<file path="config.mk">
export PLATFORM = sky130hd
export DESIGN_NAME = pixel_clock_gen_flat
export DESIGN_NICKNAME = d
export VERILOG_FILES = /design/src/rtl/clkdiv_pkg.sv /design/src/rtl/pixel_clock_gen_if.sv /design/src/rtl/clkdiv_ratio_reg.sv /design/src/rtl/pixel_clock_gen.sv /design/src/flat_wrapper.sv
export SDC_FILE = /design/constraint.sdc
export NUM_CORES = 1
export LEC_CHECK = 0
export ABC_CLOCK_PERIOD_IN_PS = 1600
export CORE_AREA = 2 2 39 41
export CTS_BUF_LIST = sky130_fd_sc_hd__clkbuf_16
export CTS_CLUSTER_DIAMETER = 80
export CTS_CLUSTER_SIZE = 16
export DETAILED_ROUTE_END_ITERATION = 8
export DIE_AREA = 0 0 41 43
export PLACE_DENSITY = 0.78
export SLEW_MARGIN = 20
export SYNTH_ARGS = -nofsm -noshare
export SYNTH_HDL_FRONTEND = slang
export SYNTH_HIERARCHICAL = 1
export SYNTH_SLANG_ARGS = --single-unit
</file>
<file path="constraint.sdc">
create_clock -name Sys_clock -period 1.6 [get_ports Sys_clock]
set_input_delay 0.16 -clock Sys_clock [delete_from_list [all_inputs] [get_ports Sys_clock]]
set_output_delay 0.16 -clock Sys_clock [all_outputs]
set_load 0.02 [all_outputs]
</file>
<file path="src/rtl/clkdiv_pkg.sv">
// Shared constants, types and helpers for the pixel clock divider.
// Dynamic ratio support is controlled by the CLKDIV_DYNAMIC_EN macro.
package clkdiv_pkg;

  localparam int DIV_W_DEF = 8;
  localparam int MIN_DIV   = 2;

  typedef enum logic {
    R_IDLE,
    R_PENDING
  } ratio_st_e;

  function automatic int unsigned half_up(
    input int unsigned n
  );
    return (n + 1) >> 1;
  endfunction

endpackage

</file>
<file path="src/rtl/pixel_clock_gen_if.sv">
// Output/ratio bundle of the pixel clock divider.
// Ratio-load signals exist only when CLKDIV_DYNAMIC_EN is defined.
interface pixel_clock_gen_if
  import clkdiv_pkg::*;
#(
  parameter int DIV_W = DIV_W_DEF
) ();

  logic             Pixel_clock;
  logic             Pixel_en;
  logic [DIV_W-1:0] Div_active;
`ifdef CLKDIV_DYNAMIC_EN
  logic [DIV_W-1:0] Div_sel;
  logic             Div_load;
  logic             Div_pending;
  logic             Div_err;

  modport master (
    output Pixel_clock,
    output Pixel_en,
    output Div_active,
    input  Div_sel,
    input  Div_load,
    output Div_pending,
    output Div_err
  );

  modport slave (
    input  Pixel_clock,
    input  Pixel_en,
    input  Div_active,
    output Div_sel,
    output Div_load,
    input  Div_pending,
    input  Div_err
  );
`else
  modport master (
    output Pixel_clock,
    output Pixel_en,
    output Div_active
  );

  modport slave (
    input  Pixel_clock,
    input  Pixel_en,
    input  Div_active
  );
`endif

endinterface

</file>
<file path="src/rtl/clkdiv_ratio_reg.sv">
// Run-time divide ratio register: pending slot, error check, apply at wrap.
// Built only when CLKDIV_DYNAMIC_EN is defined.
`ifdef CLKDIV_DYNAMIC_EN
module clkdiv_ratio_reg
  import clkdiv_pkg::*;
#(
  parameter int DIV_W       = DIV_W_DEF,
  parameter int DIV_DEFAULT = 2
) (
  input  logic             clk_i,
  input  logic             rst_i,
  input  logic             wrap_i,
  input  logic [DIV_W-1:0] sel_i,
  input  logic             load_i,
  output logic [DIV_W-1:0] active_o,
  output logic             pending_o,
  output logic             err_o
);

  ratio_st_e        st_q, st_d;
  logic [DIV_W-1:0] pend_q, pend_d;
  logic [DIV_W-1:0] act_q, act_d;
  logic             err_q, err_d;
  logic             ok_w;

  assign ok_w = load_i && (sel_i >= DIV_W'(MIN_DIV));

  always_comb begin
    st_d   = st_q;
    pend_d = pend_q;
    act_d  = act_q;
    err_d  = load_i && !ok_w;
    if (wrap_i) begin
      // a load landing on the wrap itself beats the pending value
      st_d = R_IDLE;
      if (ok_w) begin
        act_d = sel_i;
      end else if (st_q == R_PENDING) begin
        act_d = pend_q;
      end
    end else if (ok_w) begin
      st_d   = R_PENDING;
      pend_d = sel_i;
    end
  end

  always_ff @(posedge clk_i) begin
    if (rst_i) begin
      st_q   <= R_IDLE;
      pend_q <= DIV_W'(DIV_DEFAULT);
      act_q  <= DIV_W'(DIV_DEFAULT);
      err_q  <= 1'b0;
    end else begin
      st_q   <= st_d;
      pend_q <= pend_d;
      act_q  <= act_d;
      err_q  <= err_d;
    end
  end

  assign active_o  = act_q;
  assign pending_o = (st_q == R_PENDING);
  assign err_o     = err_q;

endmodule
`endif

</file>
<file path="src/rtl/pixel_clock_gen.sv">
// Divide-by-N pixel clock and one-cycle pixel enable from Sys_clock.
// CLKDIV_DYNAMIC_EN adds run-time ratio loading via clkdiv_ratio_reg.
module pixel_clock_gen
  import clkdiv_pkg::*;
#(
  parameter int DIV_W       = DIV_W_DEF,
  parameter int DIV_DEFAULT = 2
) (
  input  logic              Sys_clock,
  input  logic              Reset,
  pixel_clock_gen_if.master bus
);

  logic [DIV_W-1:0] cnt_q, cnt_d;
  logic [DIV_W-1:0] div_act;
  logic [DIV_W-1:0] hi_w;
  logic             wrap;
  logic             pc_q, pc_d;
  logic             en_q, en_d;

  assign wrap = (cnt_q == div_act - DIV_W'(1));
  assign hi_w = DIV_W'(half_up(32'(div_act)));

  // a new ratio only ever takes effect at cnt_d == 0, where pc/en are 1
  always_comb begin
    cnt_d = wrap ? '0 : cnt_q + DIV_W'(1);
    pc_d  = (cnt_d < hi_w);
    en_d  = (cnt_d == '0);
  end

  always_ff @(posedge Sys_clock) begin
    if (Reset) begin
      cnt_q <= '0;
      pc_q  <= 1'b0;
      en_q  <= 1'b0;
    end else begin
      cnt_q <= cnt_d;
      pc_q  <= pc_d;
      en_q  <= en_d;
    end
  end

`ifdef CLKDIV_DYNAMIC_EN
  clkdiv_ratio_reg #(
    .DIV_W      (DIV_W),
    .DIV_DEFAULT(DIV_DEFAULT)
  ) u_ratio (
    .clk_i    (Sys_clock),
    .rst_i    (Reset),
    .wrap_i   (wrap),
    .sel_i    (bus.Div_sel),
    .load_i   (bus.Div_load),
    .active_o (div_act),
    .pending_o(bus.Div_pending),
    .err_o    (bus.Div_err)
  );
`else
  assign div_act = DIV_W'(DIV_DEFAULT);
`endif

  assign bus.Pixel_clock = pc_q;
  assign bus.Pixel_en    = en_q;
  assign bus.Div_active  = div_act;

endmodule
</file>
<file path="src/flat_wrapper.sv">
// flat-port wrapper written by rule: the top's interface ports become plain ports
module pixel_clock_gen_flat import clkdiv_pkg::*;
#(
  parameter int DIV_W       = DIV_W_DEF,
  parameter int DIV_DEFAULT = 2
)
  (Sys_clock, Reset, bus_Pixel_clock, bus_Pixel_en, bus_Div_active);
  pixel_clock_gen_if #(.DIV_W(DIV_W)) bus_i ();
  input  logic Sys_clock;
  input  logic Reset;
  output wire logic [$bits(bus_i.Pixel_clock)-1:0] bus_Pixel_clock;
  output wire logic [$bits(bus_i.Pixel_en)-1:0] bus_Pixel_en;
  output wire logic [$bits(bus_i.Div_active)-1:0] bus_Div_active;
  assign bus_Pixel_clock = bus_i.Pixel_clock;
  assign bus_Pixel_en = bus_i.Pixel_en;
  assign bus_Div_active = bus_i.Div_active;
  pixel_clock_gen #(.DIV_W(DIV_W), .DIV_DEFAULT(DIV_DEFAULT)) u_core (.Sys_clock(Sys_clock), .Reset(Reset), .bus(bus_i));
endmodule
</file>
==> reports/metrics.cfg <==
[worst_setup_path]
cp_slowest_cell = a2111oi_4
worstPathRequired_ns = 1.73
path_cells = buf_6 > inv_2 > ha_2 > nor4b_4 > a41oi_2 > nand2b_4 > a2111oi_4
end_kind = register
rrSetupSlack_ns = 0.01
crit_type = reg -> reg
setup.worst_path.start_class = register
r2r-end = u_core/bus.Pixel_en
arrival_ns = 1.72
reg2reg_from = u_core/cnt_q[1]
reg2regPathDepth = 7
slowest_delay_ns = 0.35
critical_path_peak_fanout = 3

[run]
cap_violations = 0

[hold_path]
hold_depth = 2
hold_start = u_core/cnt_q[0]
hold_path_class = reg -> reg
whs_endpoint = u_core/cnt_q[0]

[global_routing]
antenna_found_initial = 0
track_usage = 0.142
grt_pass1_wl_um = 1620
grt_max_degree = 9
grt_overflow_total = 0
grt_pass1_vias = 377

[sta]
grt_setup_unrepaired = true
tns_ns = 0
setup_ws_ns = 0.0139
skew_ns = 0.00161
fmax_mhz = 630
hold_viol = 0
setup_violations = 0
slew_headroom = 0.640
finalCritPeriodShare = 0.991
fin_hold_ws_ns = 0.558
drv_slew = 0
worst_pin_slew_ns = 0.536
final.min_clock_period_ns = 1.59

[synth]
yosys.area.top_type_share = 0.381
async_flop_share = 0
ys_ff_latch = 10
synth.yosys.seq_area_share = 0.381
synthTopCellsByArea = dfxtp_1, buf_4, xor2_1
syn_area_sq_um = 526
synthCells = 58
yosys_warnings = 6
dominantRegCellSynth = dfxtp_1
synth_edf_count = 0
syn_area_per_cell_sq_um = 9.06
synth.distinct_cells = 24
yosysTopAreaCell = dfxtp_1

[route]
wl_per_cell_um = 13.6
ant_nets = 0
dr.pass1.iters = 2
vias_per_cell = 5.28
wl_um = 1130
drc_errors = 0
drt_iter0_drc = 8
via_count = 438

[power]
power_frac_comb = 0.216
clkPwrFrac = 0.471
power_uw = 920
intPower_uw = 699
powerDensity_nw_per_um2 = 1220
swShare = 0.239
ir_drop_mv = 0.563
leakagePower_nw = 0.296
power.switching_uw = 220
seq_power_share = 0.313

[placement]
portBuffers = 3
gp_congestion = 0.710
preCtsSetupSlack_ns = -0.00733
hpwl_um = 620

[clock_network]
cts_buffer_depth = 2
cts_sinks = 10
path_clk_slew_ns = 0.04
htreeDepth = 1
insertion_delay_ns = 0.23
cts_buffers = 3
cts_tree = built
root_buffer = clkbuf_16

[layout]
fin_util = 0.545
layout.nets = 73
final_cell_mix = conb_1, dfxtp_1, nor2_1
layout.cells.most_common = conb_1
n_antenna_cell = 0
drive_above_1_share = 0.343
area_growth_pct = 43.6

[floorplan]
dieArea_sq_um = 1760
die_x_um = 41
start_util = 0.380
rows = 14
die_y_um = 43
core_area_sq_um = 1380
ios = 12

[status]
outcome = complete, no violations

==> sequential cells by signal, indices dropped and copies added, names as in the netlist <==
| signal | count |
|---|---|
| u_core/cnt_q | 8 |
| u_core/bus.Pixel_clock | 1 |
| u_core/bus.Pixel_en | 1 |
==> final cells by class <==
| cell class | instances | area, sq um |
|---|---|---|
| fill | 121 | 629 |
| tap | 16 | 20.0 |
| timing repair buffer | 9 | 86.3 |
| multi-input combinational | 44 | 365 |
| inverter | 1 | 3.75 |
| clock buffer | 3 | 75.1 |
| sequential | 10 | 204 |
==> synthesized netlist by cell type (all sizes together), types with 3 or more instances <==
cell type,n
buf,9
dfxtp,10
nand3,3
nand4,3
nor2,5
xor2,3
==> cell families (layout without fill, tap and decap cells) <==
group,Yosys count,in the layout,synth area share
AO/OA/AOI/OAI,8,8,0.110
flip-flops,10,10,0.381
XOR/XNOR,5,5,0.0833
adder cells (fa/ha/maj),2,2,0.0476
AND/OR/NAND/NOR,21,21,0.221
other,2,8,0.0143
buffers and inverters,10,13,0.143
==> critical path, delay by kind of cell (launching register included) <==
kind	cells	cell delay, ns
compound gates	2	0.42
fa+ha+maj	1	0.15
buf+inv	2	0.16
flops	1	0.33
simple gates	2	0.43
==> worst max-delay path by stage <==
stage	from	end	slack (ns)
floorplan	u_core/cnt_q[0]	u_core/bus.Pixel_clock	0.05
global placement	u_core/cnt_q[0]	u_core/bus.Pixel_en	0.02
detailed placement	u_core/cnt_q[0]	u_core/bus.Pixel_en	-0.007
CTS	u_core/cnt_q[1]	u_core/bus.Pixel_clock	0.03
global route	u_core/cnt_q[1]	u_core/bus.Pixel_clock	-0.07
finish	u_core/cnt_q[1]	u_core/bus.Pixel_en	0.01
==> what timing repair did <==
item | CTS | global route
setup endpoints to repair | 2 | 3
resized for setup | 9 | 13
buffers inserted | 0 | 2
pin swaps | 2 | 5
hold buffers | 0 | 0
cloned | 0 | 0
==> per-layer routing <==
| metal | vias up | track usage | routed length, um | share of wire |
|---|---|---|---|---|
| li1 | 206 | - | - | - |
| met1 | 216 | 0.159 | 458 | 0.41 |
| met2 | 14 | 0.222 | 601 | 0.53 |
| met3 | 2 | 0.0471 | 53 | 0.047 |
| met4 | 0 | 0.0800 | 12 | 0.011 |
| met5 | - | 0 | 0 | 0 |
==> through the flow <==
| step | area [sq um] | cells |
|---|---|---|
| global route | 754 | 83 |
| CTS | 672 | 81 |
| global placement | 557 | 78 |
| finish | 754 | 83 |
| detailed placement | 557 | 78 |
| floorplan | 548 | 64 |
==> power groups by stage <==
stage	clock network, mW	logic (mW)	registers, mW
final	0.433	0.198	0.288
after global routing	0.454	0.211	0.290
after CTS	0.440	0.160	0.281
after detailed placement	0	0.130	0.283
after global placement	0	0.128	0.282
after floorplan	0	0.0829	0.297
No activity file was read; power rests on OpenSTA's default activity.
==> RTL edit, RTL diff (config.mk and constraints unchanged) <==
The package constant `DIV_W_DEF` goes from 8 to 10.
--- a/src/rtl/clkdiv_pkg.sv
+++ b/src/rtl/clkdiv_pkg.sv
@@ -2,7 +2,7 @@
 // Dynamic ratio support is controlled by the CLKDIV_DYNAMIC_EN macro.
 package clkdiv_pkg;
 
-  localparam int DIV_W_DEF = 8;
+  localparam int DIV_W_DEF = 10;
   localparam int MIN_DIV   = 2;
 
   typedef enum logic {
Interface: changed (resized bus_Div_active); port bits go from 12 to 14. The function was not compared with the original's and may differ.
==> RTL edit against the original RTL <==
Worst setup slack better by 120 ps. Sequential cell count up 2. Area after synthesis up 23%. Design area down 2.7%. First-iteration DRC count up 50%. Fmax up 7.9%. Count of clock-buffer cells in the layout unchanged. Power down 3.4%. Routed wire length up 4.3%. Core utilization down 1.4 points. Highest routed layer unchanged. Hold slack worse by 60 ps.
==> RTL edit: results (changes against the original RTL) <==
stage;metric;value;unit;change
run_status;status;finished, final reports clean;;
clocking;TritonCTS Buffers;3;;unchanged
global_routing;total track usage;17.1;%;+2.9 points
place;GPL Wtd Cong;0.838;;+18%
yosys;XOR/XNOR Fraction of Synth Area;10.9;%;+2.5 points
yosys;post-synthesis cell type count;20;;-17%
yosys;Synth Area in Adders;3.88;%;-0.88 points
min_path;Hold Path Stages;1;;-1
route;DRT Pass-1 Iters;4;;+2
route;routed len/inst;12.1;microns;-11%
yosys;ranking of synthesized cells by area;dfxtp_1 (37%), buf_4 (12%), xnor2_1 (9.5%), nor2_1 (8.2%), ha_1 (3.9%);;
worst_setup_path;CP max FO;6;;+3
yosys;Synth Instances;76;;+31%
route;Vias/cell;5.26;;-0.37%
clocking;Clock Pin Slew Worst Setup and Hold Paths;40;ps;about the same
clocking;H-tree levels;1;;unchanged
yosys;top_reg_cell synth;dfxtp_1;;
place;placed instance area;657;sq um;+18%
yosys;register area share after synthesis;37.3;%;-0.81 points
worst_setup_path;Worst R2R Setup Slack;130;ps;+120 ps
clocking;Gates resized, CTS repair;0;;-9
sta;clock skew;1.36;ps;-0.252 ps
cells_and_area;ANT cells;0;;unchanged
yosys;post-synthesis mux area share;0;%;unchanged
worst_setup_path;worst endpoint data arrival time;1650;ps;-70 ps
global_routing;vias in the first global route;451;;+20%
clocking;setup bufs post-CTS;0;;unchanged
worst_setup_path;worst reg2reg path depth;5;;-2
place;HPWL after DPL;818;microns;+32%
yosys;Ys Warns;6;;unchanged
place;Placed Cells;94;;+21%
route;DRT iter0 DRCs;12;;+4
min_path;worst hold path type;reg2reg;;
cells_and_area;Final #Nets;87;;+19%
cells_and_area;share of post-route cells with drive strength above 1;8.64;%;-26 points
yosys;top cells by instance count after synthesis;nor2_1 (14), dfxtp_1 (12), buf_4 (10);;
cells_and_area;Biggest register;u_core/cnt_q;;
power_and_ir_drop;switching power share of the total;22.7;%;-1.3 points
yosys;Synth Area in Compound Gates;9.71;%;-1.2 points
power_and_ir_drop;leakage power;0.280;nW;-5.2%
cells_and_area;Largest register FFs;10;;+2
cells_and_area;final non-filler cell total;97;;+17%
global_routing;initial antenna violation count;0;;unchanged
power_and_ir_drop;Max rail drop VDD;1160;uV;+110%
global_routing;largest net degree at the start of global routing;7;;-2
global_routing;first-pass GRT wire length;1890;microns;+17%
[RTL edit: cell count changes in the layout (fill, tap and decap cells not counted), sizes merged, moves of 3 or more]
cell	change
buf	-5
nand2	+4
nor2	+9
nor3	+3
xnor2	+5
[RTL edit: power groups by stage]
stage                     sequential [mW]  clock, mW  combinational, mW
after floorplan                     0.350          0             0.0823
after global placement              0.339          0              0.109
after detailed placement            0.340          0              0.109
after CTS                           0.335      0.450              0.110
after global routing                0.337      0.464              0.119
final                               0.335      0.444              0.109
[RTL edit: kinds of logic after synthesis]
family | Yosys count
AND/OR/NAND/NOR | 33
buffers and inverters | 12
flip-flops | 12
XOR/XNOR | 8
AO/OA/AOI/OAI | 7
adder cells (fa/ha/maj) | 2
other | 2
[RTL edit: worst paths after layout]
path                         from                endpoint
setup / recovery  u_core/cnt_q[0]  u_core/bus.Pixel_clock
setup reg to reg  u_core/cnt_q[0]  u_core/bus.Pixel_clock
hold reg to reg   u_core/cnt_q[0]         u_core/cnt_q[0]
hold / removal    u_core/cnt_q[0]         u_core/cnt_q[0]
[RTL edit: cell type report]
type                            count  area [sq um]
Tap cell                           16          20.0
Timing Repair Buffer                4          37.5
Clock buffer                        3          75.1
Inverter                            2          7.51
Multi-Input combinational cell     60           354
Fill cell                         141           649
Sequential cell                    12           240
[RTL edit: worst max-delay path, stage by stage (launching register included)]
cell and delay [ps]:
dfxtp_1 410, ha_1 240, nand3_1 160, nor2_2 200, o211a_1 210, o2111a_1 190
[RTL edit: layer usage]
layer  vias up  GRT usage [%]  wire length [microns]
li1        248              -                      -
met1       248           19.7                    500
met2        10           23.1                    587
met3         4           6.28                     45
met4         0           15.3                     40
met5         -              0                      0
[RTL edit: per-stage QoR]
| stage | hold slack (ps) | setup slack, ps |
|---|---|---|
| 2_1_floorplan | 232 | 254 |
| 3_3_place_gp | 482 | 178 |
| 3_5_place_dp | 497 | 137 |
| 4_1_cts | 507 | 57.1 |
| 5_1_grt | 519 | -7.12 |
| 6_report | 498 | 130 |
